$ cat config.mk
export PLATFORM = sky130hd
export DESIGN_NAME = logic_op_arbiter_flat
export DESIGN_NICKNAME = d
export VERILOG_FILES = /design/src/rtl/logic_op_arbiter_if.sv /design/src/rtl/logic_op_arbiter.sv /design/src/flat_wrapper.sv
export SDC_FILE = /design/constraint.sdc
export NUM_CORES = 1
export LEC_CHECK = 0
export CORE_ASPECT_RATIO = 1.25
export CORE_MARGIN = 10
export CORE_UTILIZATION = 39
export DETAILED_ROUTE_END_ITERATION = 7
export PLACE_DENSITY = 0.79
export SKIP_LAST_GASP = 1
export SYNTH_ARGS = -nofsm -noshare
export SYNTH_HDL_FRONTEND = slang
export SYNTH_SLANG_ARGS = --single-unit
export TNS_END_PERCENT = 30
$ cat constraint.sdc
create_clock -name clock -period 1.65 [get_ports clock]
set_input_delay 0.2475 -clock clock [delete_from_list [all_inputs] [get_ports clock]]
set_output_delay 0.2475 -clock clock [all_outputs]
set_load 0.05 [all_outputs]
$ cat src/rtl/logic_op_arbiter_if.sv
// Handshake bundle between two logic-op requesters, the shared arbiter and the result consumer.
// Carries res_zero only when LOGIC_OP_ZERO_FLAG_EN is defined.
interface logic_op_arbiter_if #(
    parameter int NR_OF_BITS = 32
);
    logic                  req0_valid;
    logic                  req0_ready;
    logic [NR_OF_BITS-1:0] req0_a;
    logic [NR_OF_BITS-1:0] req0_b;
    logic [1:0]            req0_op;
    logic                  req1_valid;
    logic                  req1_ready;
    logic [NR_OF_BITS-1:0] req1_a;
    logic [NR_OF_BITS-1:0] req1_b;
    logic [1:0]            req1_op;
    logic                  res_valid;
    logic                  res_ready;
    logic [NR_OF_BITS-1:0] res_data;
    logic                  res_id;
`ifdef LOGIC_OP_ZERO_FLAG_EN
    logic                  res_zero;
`endif

    // Arbiter side
    modport slave (
        input  req0_valid, req0_a, req0_b, req0_op,
        input  req1_valid, req1_a, req1_b, req1_op,
        input  res_ready,
        output req0_ready, req1_ready,
        output res_valid, res_data,
`ifdef LOGIC_OP_ZERO_FLAG_EN
        output res_zero,
`endif
        output res_id
    );

    // Requester / consumer side
    modport master (
        output req0_valid, req0_a, req0_b, req0_op,
        output req1_valid, req1_a, req1_b, req1_op,
        output res_ready,
        input  req0_ready, req1_ready,
        input  res_valid, res_data,
`ifdef LOGIC_OP_ZERO_FLAG_EN
        input  res_zero,
`endif
        input  res_id
    );
endinterface

$ cat src/rtl/logic_op_arbiter.sv
// Round-robin arbiter sharing one bitwise AND/OR/XOR/NOR unit between two requesters,
// with a single registered, tagged result slot. Optional zero flag: LOGIC_OP_ZERO_FLAG_EN.
module logic_op_arbiter #(
    parameter int NR_OF_BITS = 32
) (
    input  logic            clock,
    input  logic            reset_n,
    logic_op_arbiter_if.slave bus
);
    typedef enum logic {ST_EMPTY, ST_FULL} state_t;

    state_t                r_state;
    logic                  r_ptr;
    logic                  r_res_valid;
    logic [NR_OF_BITS-1:0] r_res_data;
    logic                  r_res_id;

    logic                  w_can_accept;
    logic                  w_gnt0;
    logic                  w_gnt1;
    logic [NR_OF_BITS-1:0] w_a;
    logic [NR_OF_BITS-1:0] w_b;
    logic [1:0]            w_op;
    logic [NR_OF_BITS-1:0] w_result;

    // Readies are suppressed while reset is asserted so nothing is offered as accepted.
    assign w_can_accept = reset_n & ((r_state == ST_EMPTY) | (bus.res_ready & r_res_valid));
    assign w_gnt0 = w_can_accept & bus.req0_valid & (~bus.req1_valid | ~r_ptr);
    assign w_gnt1 = w_can_accept & bus.req1_valid & (~bus.req0_valid |  r_ptr);

    assign bus.req0_ready = w_gnt0;
    assign bus.req1_ready = w_gnt1;

    assign w_a  = w_gnt1 ? bus.req1_a  : bus.req0_a;
    assign w_b  = w_gnt1 ? bus.req1_b  : bus.req0_b;
    assign w_op = w_gnt1 ? bus.req1_op : bus.req0_op;

    genvar gi;
    generate
        for (gi = 0; gi < NR_OF_BITS; gi++) begin : g_bit
            assign w_result[gi] = (w_op == 2'b00) ?  (w_a[gi] & w_b[gi]) :
                                  (w_op == 2'b01) ?  (w_a[gi] | w_b[gi]) :
                                  (w_op == 2'b10) ?  (w_a[gi] ^ w_b[gi]) :
                                                    ~(w_a[gi] | w_b[gi]);
        end
    endgenerate

    always_ff @(posedge clock) begin
        if (!reset_n) begin
            r_state     <= ST_EMPTY;
            r_ptr       <= 1'b0;
            r_res_valid <= 1'b0;
            r_res_data  <= '0;
            r_res_id    <= 1'b0;
        end else if (w_gnt0 | w_gnt1) begin
            // Covers both the empty-slot fill and the drain-and-refill case.
            r_state     <= ST_FULL;
            r_ptr       <= ~w_gnt1 ? 1'b1 : 1'b0;
            r_res_valid <= 1'b1;
            r_res_data  <= w_result;
            r_res_id    <= w_gnt1;
        end else if (r_res_valid & bus.res_ready) begin
            r_state     <= ST_EMPTY;
            r_res_valid <= 1'b0;
        end
    end

    assign bus.res_valid = r_res_valid;
    assign bus.res_data  = r_res_data;
    assign bus.res_id    = r_res_id;

`ifdef LOGIC_OP_ZERO_FLAG_EN
    logic r_res_zero;

    always_ff @(posedge clock) begin
        if (!reset_n) begin
            r_res_zero <= 1'b0;
        end else if (w_gnt0 | w_gnt1) begin
            r_res_zero <= (w_result == '0);
        end
    end

    assign bus.res_zero = r_res_zero;
`endif
endmodule

$ cat src/flat_wrapper.sv
// flat-port wrapper written by rule: the top's interface ports become plain ports
module logic_op_arbiter_flat 
#(
    parameter int NR_OF_BITS = 32
)
  (clock, reset_n, bus_req0_valid, bus_req0_a, bus_req0_b, bus_req0_op, bus_req1_valid, bus_req1_a, bus_req1_b, bus_req1_op, bus_res_ready, bus_req0_ready, bus_req1_ready, bus_res_valid, bus_res_data, bus_res_id);
  logic_op_arbiter_if #(.NR_OF_BITS(NR_OF_BITS)) bus_i ();
  input  logic clock;
  input  logic reset_n;
  input wire logic [$bits(bus_i.req0_valid)-1:0] bus_req0_valid;
  input wire logic [$bits(bus_i.req0_a)-1:0] bus_req0_a;
  input wire logic [$bits(bus_i.req0_b)-1:0] bus_req0_b;
  input wire logic [$bits(bus_i.req0_op)-1:0] bus_req0_op;
  input wire logic [$bits(bus_i.req1_valid)-1:0] bus_req1_valid;
  input wire logic [$bits(bus_i.req1_a)-1:0] bus_req1_a;
  input wire logic [$bits(bus_i.req1_b)-1:0] bus_req1_b;
  input wire logic [$bits(bus_i.req1_op)-1:0] bus_req1_op;
  input wire logic [$bits(bus_i.res_ready)-1:0] bus_res_ready;
  output wire logic [$bits(bus_i.req0_ready)-1:0] bus_req0_ready;
  output wire logic [$bits(bus_i.req1_ready)-1:0] bus_req1_ready;
  output wire logic [$bits(bus_i.res_valid)-1:0] bus_res_valid;
  output wire logic [$bits(bus_i.res_data)-1:0] bus_res_data;
  output wire logic [$bits(bus_i.res_id)-1:0] bus_res_id;
  assign bus_i.req0_valid = bus_req0_valid;
  assign bus_i.req0_a = bus_req0_a;
  assign bus_i.req0_b = bus_req0_b;
  assign bus_i.req0_op = bus_req0_op;
  assign bus_i.req1_valid = bus_req1_valid;
  assign bus_i.req1_a = bus_req1_a;
  assign bus_i.req1_b = bus_req1_b;
  assign bus_i.req1_op = bus_req1_op;
  assign bus_i.res_ready = bus_res_ready;
  assign bus_req0_ready = bus_i.req0_ready;
  assign bus_req1_ready = bus_i.req1_ready;
  assign bus_res_valid = bus_i.res_valid;
  assign bus_res_data = bus_i.res_data;
  assign bus_res_id = bus_i.res_id;
  logic_op_arbiter #(.NR_OF_BITS(NR_OF_BITS)) u_core (.clock(clock), .reset_n(reset_n), .bus(bus_i));
endmodule
==> impl_results.html <==
<table>
<tr><th>Metric</th><th>Value</th></tr>
<tr><th colspan="2">Logic synthesis</th></tr>
<tr><td>Flop and latch count out of synthesis</td><td>35</td></tr>
<tr><td>Count of mapped cells out of synthesis</td><td>607</td></tr>
<tr><td>Synthesized netlist net count</td><td>744</td></tr>
<tr><td>Combined area of all synthesized cells</td><td>3779 µm²</td></tr>
<tr><td>Share of synthesized area occupied by flip-flops and latches</td><td>about 19%</td></tr>
<tr><td>Yosys cell types</td><td>30</td></tr>
<tr><td>Synthesis warning total</td><td>0</td></tr>
<tr><td>Average cell area after synthesis</td><td>6.225 µm²</td></tr>
<tr><th colspan="2">Critical path</th></tr>
<tr><td>CP Class</td><td>reg2out</td></tr>
<tr><td>Logic depth of the worst register-to-register path</td><td>6</td></tr>
<tr><td>Critical path arrival</td><td>roughly 1400 ps</td></tr>
<tr><td>CP Capture Type</td><td>output pin</td></tr>
<tr><td>Internal reg-to-reg setup slack</td><td>~20 ps</td></tr>
<tr><td>Nature of the critical path startpoint</td><td>register</td></tr>
<tr><td>Maximum fanout count along the critical path</td><td>4</td></tr>
<tr><td>Reg2reg end</td><td>u_core.bus.res_data[2]$_SDFFE_PN0P_</td></tr>
<tr><td>Required time of the critical path</td><td>between 1000 and 1500 ps</td></tr>
<tr><td>Startpoint of the worst-slack reg-to-reg timing path</td><td>u_core.r_ptr$_SDFFE_PN0P_</td></tr>
<tr><th colspan="2">STA</th></tr>
<tr><td>Ratio of final minimum period to clock period</td><td>100.4%</td></tr>
<tr><td>Highest achievable clock rate</td><td>approximately 0.6 GHz</td></tr>
<tr><td>Time the worst path needs with I/O delays and setup</td><td>1657 ps</td></tr>
<tr><td>Final Setup Violations</td><td>1</td></tr>
<tr><td>Slew HR</td><td>78.24%</td></tr>
<tr><td>Worst-case clock skew</td><td>2.066 ps</td></tr>
<tr><td>RSZ-0062 raised after global routing</td><td>true</td></tr>
<tr><td>Number of pins with negative max-slew slack in the final report</td><td>0</td></tr>
<tr><td>Setup Total Neg Slack</td><td>-6.735 ps</td></tr>
<tr><td>Count of endpoints failing hold in the final timing report</td><td>0</td></tr>
<tr><td>Worst slew pin tran</td><td>~320 ps</td></tr>
<tr><td>Post-layout worst setup margin</td><td>-6.735 ps</td></tr>
<tr><th colspan="2">Power</th></tr>
<tr><td>Final Power</td><td>0.004124 W</td></tr>
<tr><td>Power density over the cells</td><td>688.6 nW/µm²</td></tr>
<tr><td>Leak</td><td>2.394 nW</td></tr>
<tr><td>Max VDD drop</td><td>0.3875 mV</td></tr>
<tr><th colspan="2">Drt</th></tr>
<tr><td>Detailed Routing Iterations Pass 1</td><td>5</td></tr>
<tr><td>Final Routed Wirelength</td><td>14,920 µm</td></tr>
<tr><td>Via density per instance</td><td>5.536</td></tr>
<tr><td>Post-route ant nets</td><td>0</td></tr>
<tr><td>Initial DRC Count</td><td>around 290</td></tr>
<tr><td>DRC violations left</td><td>0</td></tr>
<tr><td>Wirelength per Cell</td><td>16.49 µm</td></tr>
<tr><td>Total number of vias</td><td>approximately 5,000</td></tr>
<tr><th colspan="2">Place</th></tr>
<tr><td>Estimated wirelength of the detail-placed design</td><td>11,420 µm</td></tr>
<tr><td>Number of port buffers</td><td>around 170</td></tr>
<tr><td>Placed cell count</td><td>888</td></tr>
<tr><td>Routability cong.</td><td>0.8597</td></tr>
<tr><th colspan="2">Die</th></tr>
<tr><td>Die ar.</td><td>14,050 µm²</td></tr>
<tr><td>Top-Level Pins</td><td>about 170</td></tr>
<tr><td>Number of placement rows</td><td>40</td></tr>
<tr><td>Starting utilization of the core area</td><td>39.53%</td></tr>
<tr><td>Y dimension of the die</td><td>130.1 µm</td></tr>
<tr><td>CORE AREA</td><td>9559 µm²</td></tr>
<tr><td>Die boundary width</td><td>108.0 µm</td></tr>
<tr><th colspan="2">Global routing</th></tr>
<tr><td>Vias in the first global route</td><td>roughly 4,800</td></tr>
<tr><td>Global-route wire length before repair</td><td>around 23,000 µm</td></tr>
<tr><td>Total congestion overflow</td><td>0</td></tr>
<tr><td>Tot GR Track Use</td><td>19.67%</td></tr>
<tr><td>Pin count of the biggest net entering global routing</td><td>61</td></tr>
<tr><td>Initial antenna violation count</td><td>0</td></tr>
<tr><th colspan="2">Layout</th></tr>
<tr><td>Area occupied by registers</td><td>703.2 µm²</td></tr>
<tr><td>Share of layout cells above drive strength 1</td><td>11.94%</td></tr>
<tr><td>Commonest cells after routing, fill and taps aside</td><td>o21ai_0 (209), nand2_1 (152), clkdlybuf4s50_1 (130)</td></tr>
<tr><td>Area of the multi-input gates</td><td>2910 µm²</td></tr>
<tr><td>Filler-free cell count of the finished design</td><td>905</td></tr>
<tr><td>Most common cell after layout, fill and taps aside</td><td>o21ai_0</td></tr>
<tr><td>Filler cell count</td><td>893</td></tr>
<tr><td>Synth-to-Final Area Change</td><td>58.51%</td></tr>
<tr><td>Net count reported at finish</td><td>915</td></tr>
<tr><td>N_diodes</td><td>0</td></tr>
<tr><th colspan="2">Clock tree</th></tr>
<tr><td>Clock transition time at the flip-flop clock pins of the worst setup and hold paths</td><td>60 ps</td></tr>
<tr><td>Num Clock Sinks</td><td>35</td></tr>
<tr><td>Count of hold-fix buffers inserted at cts</td><td>0</td></tr>
<tr><td>Root buffer selected by CTS</td><td>clkbuf_16</td></tr>
<tr><td>Clock Tree Buf Depth</td><td>2</td></tr>
<tr><td>Clock tree from TritonCTS</td><td>yes</td></tr>
<tr><td>H-tree depth</td><td>2</td></tr>
<tr><td>Inserted Clock Buffers</td><td>5</td></tr>
<tr><td>Clock latency reported for the late side of the worst-skew pair</td><td>270 ps</td></tr>
<tr><th colspan="2">Hold path</th></tr>
<tr><td>Number of cells traversed by the worst hold path</td><td>3</td></tr>
<tr><td>Worst min path class</td><td>in2reg</td></tr>
<tr><td>Worst min-delay path startpoint</td><td>reset_n</td></tr>
<tr><td>Hold path endpoint</td><td>u_core.bus.res_data[15]$_SDFFE_PN0P_</td></tr>
<tr><th colspan="2">Job</th></tr>
<tr><td># Max-Cap Violations</td><td>0</td></tr>
<tr><th colspan="2">Status</th></tr>
<tr><td>Violations in the final reports</td><td>setup timing</td></tr>
<tr><td>Run status</td><td>finished with violations</td></tr>
</table>
flip-flops by register name, indices dropped and copies added, names as in the netlist:
signal,count
u_core.bus.res_data,32
u_core.r_ptr,1
u_core.r_state,1
u_core.bus.res_id,1
worst max-delay path, stage by stage (launching register included):
cell and delay, ps:
dfxtp_2 360, nor2b_1 260, nor3_2 90, and2_4 170, buf_8 120, buf_12 140
cells by family (layout without fill, tap and decap cells):
logic type / count (synthesis) / count (layout) / synth area share (%)
fa+ha+maj: 1 / 1 / 0.2649
buf+inv: 47 / 218 / 5.364
flops: 35 / 35 / 18.54
simple gates: 168 / 169 / 17.78
compound gates: 292 / 292 / 43.21
xor+xnor: 64 / 64 / 14.83
layout make-up:
type | count | share of cell area [%]
clock buffer | 8 | 2.611
inverter | 2 | 0.1253
multi-input combinational | 526 | 48.59
sequential | 35 | 11.74
tap | 126 | 2.632
timing repair buffer | 208 | 34.30
power by group:
part / internal, W / switching, W
logic: 0.000887 / 0.00118
clock network: 0.000643 / 0.000356
registers: 0.000974 / 0.0000853
total: 0.00250 / 0.00162
synthesized netlist by cell type:
cell type / number / area share [%]
nor2b_1: 1 / 0.17
a22oi_1: 2 / 0.40
or2_1: 1 / 0.17
a32o_1: 1 / 0.26
nand2_1: 152 / 15
dfxtp_1: 35 / 19
clkbuf_1: 34 / 3.4
nor3_2: 1 / 0.26
and2_0: 1 / 0.17
xnor2_1: 1 / 0.23
or3_1: 1 / 0.17
nand3_1: 1 / 0.13
o21ai_1: 8 / 1.1
nand2b_1: 1 / 0.17
o211ai_1: 62 / 12
o21ai_0: 209 / 28
and3_4: 1 / 0.30
maj3_1: 1 / 0.26
clkbuf_2: 3 / 0.40
a21boi_1: 1 / 0.20
nor2_1: 5 / 0.50
buf_6: 2 / 0.60
nand2b_4: 1 / 0.36
buf_2: 6 / 0.79
nand4_1: 1 / 0.17
inv_1: 2 / 0.20
nor3_1: 1 / 0.13
xor2_1: 63 / 15
a21oi_1: 8 / 1.1
a211o_1: 1 / 0.23
metal layers:
| metal | vias up | GRT usage, % | share of wire [%] |
|---|---|---|---|
| met1 | 2245 | 21.27 | 38 |
| li1 | 2508 | - | - |
| met4 | 0 | 10.08 | 3.6 |
| met3 | 38 | 4.045 | 6.9 |
| met5 | - | 0 | 0 |
| met2 | 219 | 35.17 | 52 |
timing repair:
action                                  CTS  global route
endpoints found under the setup margin   33            25
setup buffers                             5             0
gates resized for setup                  13             4
gates cloned                              0             5
pin swaps                                 4             8
worst max-delay path by stage:
stage / from / endpoint / slack [ps]
detailed placement: bus_req0_valid / u_core.bus.res_data[18]$_SDFFE_PN0P_ / -460
finish: u_core.r_state$_SDFFE_PN0P_ / bus_req0_ready / -7
global route: u_core.r_ptr$_SDFFE_PN0P_ / bus_req0_ready / -80
CTS: u_core.r_ptr$_SDFFE_PN0P_ / bus_req0_ready / -20
floorplan: u_core.r_ptr$_SDFFE_PN0P_ / u_core.bus.res_data[13]$_SDFFE_PN0P_ / 30
global placement: bus_req0_valid / u_core.bus.res_data[18]$_SDFFE_PN0P_ / -430
stage by stage:
step | area, µm² | setup slack [ps] | hold WS, ps | util [%]
after floorplan | 3782 | 28.27 | 385.9 | -
after global placement | 5663 | -431.7 | 450.0 | 59.24
after detailed placement | 5663 | -460.6 | 460.6 | 59.24
final | 5989 | -6.735 | 439.6 | 62.66
after CTS | 5881 | -23.57 | 426.7 | 61.52
after global routing | 5989 | -78.55 | 464.6 | 62.66
Note: power is estimated with default switching activity, not from simulation.
